[config.mk]
export PLATFORM = sky130hd
export DESIGN_NAME = key_matrix_scanner
export DESIGN_NICKNAME = d
export VERILOG_FILES = /design/src/rtl/key_matrix_scanner.sv
export SDC_FILE = /design/constraint.sdc
export NUM_CORES = 1
export LEC_CHECK = 0
export CAP_MARGIN = 20
export CORE_MARGIN = 1.5
export CORE_UTILIZATION = 50
export DETAILED_ROUTE_END_ITERATION = 10
export HOLD_SLACK_MARGIN = 0.05
export PLACE_DENSITY = 0.66
export SETUP_SLACK_MARGIN = 0.3
export SYNTH_ARGS = -nofsm -noshare
export SYNTH_HDL_FRONTEND = slang
export SYNTH_SLANG_ARGS = --single-unit
export TNS_END_PERCENT = 5
[constraint.sdc]
create_clock -name clk -period 4.6 [get_ports clk]
set_input_delay 0.92 -clock clk [delete_from_list [all_inputs] [get_ports clk]]
set_output_delay 0.92 -clock clk [all_outputs]
set_load 0.02 [all_outputs]
[src/rtl/key_matrix_scanner.sv]
// rtl/key_matrix_scanner.sv - 8x8 key matrix scanner with full-snapshot debounce and press/release event queue
//
// Purpose:
//   Drives one active-low column at a time, samples the synchronized active-low
//   row lines at the end of each column window, debounces the complete 64-key
//   snapshot over several full scans and hands out press/release events one at
//   a time over a valid/ready handshake.
//
// Ports:
//   clk          in   1  system clock, rising edge
//   reset_n      in   1  asynchronous active-low reset
//   col_drive_n  out  8  one-hot active-low column drive (bit c low = column c)
//   row_sense_n  in   8  row lines, active low, asynchronous to clk
//   key_valid    out  1  event available
//   key_code     out  6  {column[2:0], row[2:0]} of the event key
//   key_pressed  out  1  1 = press, 0 = release
//   key_ready    in   1  consumer accepts the event when key_valid=1
//   scan_done    out  1  one-cycle pulse after every full 8-column scan

module key_matrix_scanner #(
    parameter int SETTLE_CYCLES  = 4,
    parameter int DEBOUNCE_SCANS = 3
) (
    input  logic       clk,
    input  logic       reset_n,
    output logic [7:0] col_drive_n,
    input  logic [7:0] row_sense_n,
    output logic       key_valid,
    output logic [5:0] key_code,
    output logic       key_pressed,
    input  logic       key_ready,
    output logic       scan_done
);

    localparam logic [7:0] SETTLE_LAST = 8'(SETTLE_CYCLES - 1);
    localparam logic [3:0] DEB_MAX     = 4'(DEBOUNCE_SCANS);

    // ------------------------------------------------------------------
    // Row synchronizer (two flops, rows are asynchronous to clk)
    // ------------------------------------------------------------------
    logic [7:0] r_row_meta;
    logic [7:0] r_row_sync;

    always_ff @(posedge clk or negedge reset_n) begin
        if (!reset_n) begin
            r_row_meta <= 8'hFF;
            r_row_sync <= 8'hFF;
        end else begin
            r_row_meta <= row_sense_n;
            r_row_sync <= r_row_meta;
        end
    end

    // ------------------------------------------------------------------
    // Column sequencer and snapshot capture
    // ------------------------------------------------------------------
    logic [7:0]  r_settle_cnt;
    logic [2:0]  r_col;
    logic [7:0]  r_col_drive_n;
    logic [63:0] r_snap;
    logic        r_scan_done;

    logic        w_capture;
    logic [2:0]  w_col_next;

    assign w_capture  = (r_settle_cnt == SETTLE_LAST);
    assign w_col_next = r_col + 3'd1;

    always_ff @(posedge clk or negedge reset_n) begin
        if (!reset_n) begin
            r_settle_cnt  <= 8'd0;
            r_col         <= 3'd0;
            r_col_drive_n <= 8'hFE;
            r_snap        <= 64'd0;
            r_scan_done   <= 1'b0;
        end else begin
            r_scan_done <= 1'b0;
            if (w_capture) begin
                // Rows are active low; the snapshot stores pressed=1.
                r_snap[{r_col, 3'b000} +: 8] <= ~r_row_sync;
                r_settle_cnt  <= 8'd0;
                r_col         <= w_col_next;
                // Registered so the new column is driven on the first clock
                // of its window.
                r_col_drive_n <= ~(8'b0000_0001 << w_col_next);
                r_scan_done   <= (r_col == 3'd7);
            end else begin
                r_settle_cnt <= r_settle_cnt + 8'd1;
            end
        end
    end

    // ------------------------------------------------------------------
    // Debounce: evaluated in the scan_done cycle, when the snapshot holds a
    // complete scan. Column 0 of the next scan is captured at least two
    // clocks later, so the snapshot is stable here.
    // ------------------------------------------------------------------
    logic [63:0] r_prev_snap;
    logic [63:0] r_debounced;
    logic [3:0]  r_stable_cnt;
    logic [3:0]  w_stable_next;

    always_comb begin
        w_stable_next = 4'd1;
        if (r_snap == r_prev_snap) begin
            if (r_stable_cnt >= DEB_MAX) begin
                w_stable_next = DEB_MAX;
            end else begin
                w_stable_next = r_stable_cnt + 4'd1;
            end
        end
    end

    always_ff @(posedge clk or negedge reset_n) begin
        if (!reset_n) begin
            r_prev_snap  <= 64'd0;
            r_debounced  <= 64'd0;
            r_stable_cnt <= 4'd0;
        end else if (r_scan_done) begin
            r_stable_cnt <= w_stable_next;
            r_prev_snap  <= r_snap;
            if (w_stable_next >= DEB_MAX) begin
                r_debounced <= r_snap;
            end
        end
    end

    // ------------------------------------------------------------------
    // Event generation: lowest differing index between the debounced state
    // and what the consumer has already been told.
    // ------------------------------------------------------------------
    logic [63:0] r_reported;
    logic        r_key_valid;
    logic [5:0]  r_key_code;
    logic        r_key_pressed;

    logic [63:0] w_diff;
    logic        w_diff_any;
    logic [5:0]  w_evt_idx;
    logic        w_load;

    assign w_diff     = r_debounced ^ r_reported;
    assign w_diff_any = |w_diff;

    // Scan from the top down so the lowest set bit wins.
    always_comb begin
        w_evt_idx = 6'd0;
        for (int i = 63; i >= 0; i--) begin
            if (w_diff[i]) begin
                w_evt_idx = 6'(i);
            end
        end
    end

    // A new event may be loaded into an empty slot or into a slot that is
    // being accepted in this same cycle.
    assign w_load = (!r_key_valid || key_ready) && w_diff_any;

    always_ff @(posedge clk or negedge reset_n) begin
        if (!reset_n) begin
            r_reported    <= 64'd0;
            r_key_valid   <= 1'b0;
            r_key_code    <= 6'd0;
            r_key_pressed <= 1'b0;
        end else if (w_load) begin
            r_key_valid            <= 1'b1;
            r_key_code             <= w_evt_idx;
            r_key_pressed          <= r_debounced[w_evt_idx];
            // Marking the key reported at load time means a later change of
            // the same key reappears in the diff and becomes its own event.
            r_reported[w_evt_idx]  <= r_debounced[w_evt_idx];
        end else if (r_key_valid && key_ready) begin
            r_key_valid <= 1'b0;
        end
    end

    assign col_drive_n = r_col_drive_n;
    assign key_valid   = r_key_valid;
    assign key_code    = r_key_code;
    assign key_pressed = r_key_pressed;
    assign scan_done   = r_scan_done;

endmodule

==> results.md, run 1 <==
* Outcome: completed
* Post-route ant nets at 0
* Slew Limit Fails at 0
* Initial antenna violation count at 0
* HP Start: r_row_meta[2]$_DFF_PN1_
* Sw Share at 22.0%
* Worst IR Drop VDD at 0.000279 V
* DIE WIDTH at 175 um
* Critical path launch point: r_debounced[56]$_DFFE_PN0P_
* Register area share after synthesis at 51.7%
* Critical Path Most Common Cell: a211oi_2
* Pin count of the biggest net entering global routing at 104
* DRC Markers at 0
* Post-DP HPWL at 28.3 mm
* Slew @ Worst Pin at 0.967 ns
* Gr usage total at 27.2%
* Seq pwr share at 48.2%
* Final nets at 1352
* Synthesized net count at 1335
* Synthesis-stage register bit count at 304
* Number of synthesized flops with an enable pin at 0
* Clk_lat worst skew at 0.53 ns
* Synth cell types at 84
* Share of layout cells above drive strength 1 at 19.2%
* Area grow syn2layout at 12.6%
* Crit path launch type: register
* Initial Util at 51.2%
* H-tree levels at 2
* YS warnings at 0
* Syn_area_per_cell at 11.2 um2
* Main synth FF type: dfrtp_1
* Max-slew headroom at 35.5%
* Full die area at 30600 um2
* Final Setup Violations at 0
* Slowest CP cell: o311ai_2
* Most frequent cells in the layout: 280 x dfrtp_1, 132 x nand2_1, 125 x mux2_2
* CTS tree: done
* Worst-path cell chain: xor2_1 > nor4_1 > a211oi_1 > o211a_1 > o311ai_2 > inv_1 > a311o_1 > a211oi_2 > a211oi_2 > a21oi_2 > buf_12 > o31ai_1
* Max-Cap Viols at 0
* Final min period at 4.01 ns
* CTS Buf Count at 34
* Via density at 5.99
* Most common cell after layout, fill and taps aside: dfrtp_1
* Fin. Hold Viols at 0
* PortBufs at 27
* Die Y at 175 um
* Asr flop ratio synth at 100%
* Placeable core region at 28900 um2
* Crit path max fanout at 27
* GRT Residual Overflow at 0
* Clk_skew at 0.0181 ns
* Drt pass-1 iters at 5
* Post-CTS Hold Fix Bufs at 0
* Power Internal at 4.56 mW
* Comb power frac at 2.9%
* Total power at 5.85 mW
* Io pins at 28
* Clk root buf: clkbuf_16
* Post-CTS setup buffers at 0
* Post-Synthesis Cells at 1314
* First DRT Iteration DRCs at 785
* Synth Cell Area at 14800 um2
* Worst setup EP type: register
* Via count at 10400
* Vias in the first global route at 10400
* Clk slew on worst S/H paths at 0.06 ns
* Critical path class: reg2reg
* Clock sinks at 304
* Leakage at 7.46 nW
* Clk pwr share at 48.9%
* Final GP Congestion at 0.938
* Fmax at 249 MHz
* Fin crit share at 87.2%
* Synth area leaders: dfrtp_1 48%, mux2_2 9.5%, xor2_1 5.0%
* Yosys top cell by area: dfrtp_1
* Drt wl/cell at 23.0 um
* Power Density at 352 nW/um2
* P_sw at 1.29 mW
* Crit-path max cell delay at 0.65 ns
* Worst r2r src: r_debounced[56]$_DFFE_PN0P_
* Std-Cell Rows at 62
* Worst Hold Class: reg2reg
* First-pass GRT wire length at 63.2 mm
* Final wirelength at 40.0 mm
* Worst Path Required at 4.96 ns
* RSZ-0062 raised after global routing: no
* PostCTS Resize Cnt at 0
* Clk buf depth at 3
* Sum of negative setup slack at 0 ns
* Arr. time, crit path at 4.37 ns
* Top cell type's share of synthesized area at 47.6%
through the flow:
step | cell area [um2] | setup slack [ns] | hold WS (ns) | cells | utilization, %
2_1_floorplan | 14800 | 1.40 | 0.345 | 1314 | -
3_3_place_gp | 15400 | 0.676 | 0.346 | 1679 | 53.5
3_5_place_dp | 15400 | 0.591 | 0.347 | 1679 | 53.5
4_1_cts | 16600 | 0.557 | 0.355 | 1740 | 57.6
5_1_grt | 16600 | 0.374 | 0.356 | 1740 | 57.6
6_report | 16600 | 0.589 | 0.352 | 1741 | 57.6
final timing paths:
kind | slack (ns) | to | cells after the start
setup / recovery | 0.59 | r_reported[2]$_DFFE_PN0P_ | 12
hold / removal | 0.35 | r_row_sync[2]$_DFF_PN1_ | 0
setup reg to reg | 0.59 | r_reported[2]$_DFFE_PN0P_ | 12
hold reg to reg | 0.35 | r_row_sync[2]$_DFF_PN1_ | 0
max in group asynchronous | 3.08 | r_row_meta[0]$_DFF_PN1_ | 2
min in group asynchronous | 0.40 | r_debounced[31]$_DFFE_PN0P_ | 1
state kept, by name, indices dropped and copies added, names as in the netlist:
signal and cells:
col_drive_n 8, key_code 6, key_pressed 1, key_valid 1
r_col 3, r_debounced 64, r_prev_snap 64, r_reported 64
r_row_meta 8, r_row_sync 8, r_settle_cnt 8, r_snap 64
r_stable_cnt 4, scan_done 1
power groups by stage:
stage	logic, mW	registers, mW	clock network, mW
floorplan	0.0887	2.84	0
global placement	0.169	2.86	0
detailed placement	0.173	2.87	0
CTS	0.174	2.82	2.90
global route	0.195	2.83	3.01
finish	0.168	2.82	2.86
cells by family (layout without fill, tap and decap cells):
logic type,after synthesis,after routing,synth area share [%]
AOI/OAI and AO/OA,325,325,15.5
xor gates and xnor gates,157,157,9.36
adders and majority gates,11,11,0.915
buffers and inverters,86,128,2.50
DFF,304,304,51.7
muxes,136,136,10.3
other,0,1,0
and+or+nand+nor,295,295,9.69
critical path: cells and delay by family (launching register included):
kind | cells | cell delay [ns]
AND/OR/NAND/NOR | 1 | 0.47
buffers and inverters | 2 | 0.61
AO/OA/AOI/OAI | 8 | 2.08
flip-flops | 1 | 0.46
XOR/XNOR | 1 | 0.21
area by class of cell:
type                    count  area (um2)
inverters                  23        86.3
well taps                 384         480
diodes                      1        2.50
fillers                  2418       12200
clock inverters            13         196
repair buffers             44         453
flip-flops and latches    304        7640
clock buffers              48         993
multi-input cells         924        6780
synthesized netlist by cell type, drive strengths merged (5+ instances only):
cell and instances:
nor4 23, nand2b 6, mux2i 9, dfrtp 281, nor3 12, or4 5, nand2 133, inv 23
xnor2 71, a211oi 13, and2 6, nor2 49, xor2 86, mux2 127, o21a 5, buf 16
a31oi 14, and3 10, o21ai 105, nand3 15, ha 10, o31ai 106, nand4 18, a2111oi 5
o211ai 11, clkbuf 47, a221oi 5, dfstp 23, a21oi 21
per-layer routing:
layer / routed length, um / vias up / global-route usage, % / part of all wire, %
met5: 0 / - / 0 / 0
met2: 18200 / 296 / 43.0 / 45
li1: - / 4820 / - / -
met1: 18200 / 5213 / 38.4 / 46
met3: 1850 / 93 / 3.48 / 4.6
met4: 1690 / 0 / 10.6 / 4.2
Note: power is estimated with default switching activity, not from simulation.
==> run 2: changes to the inputs <==
==> constraint.sdc (replaced) <==
create_clock -name clk -period 4.6 [get_ports clk]
set_input_delay 0.92 -clock clk [delete_from_list [all_inputs] [get_ports clk]]
set_output_delay 0.92 -clock clk [all_outputs]
set_load 0.01 [all_outputs]
==> results of run 2 <==
No change in the layout: final DEF, timing and power equal those of run 1.
==> run 3: changes to the inputs <==
--- a/config.mk
+++ b/config.mk
@@ -15,4 +15,3 @@
 export SYNTH_ARGS = -nofsm -noshare
 export SYNTH_HDL_FRONTEND = slang
 export SYNTH_SLANG_ARGS = --single-unit
-export TNS_END_PERCENT = 5
==> results of run 3 <==
No change in the layout: final DEF, timing and power equal those of run 1.
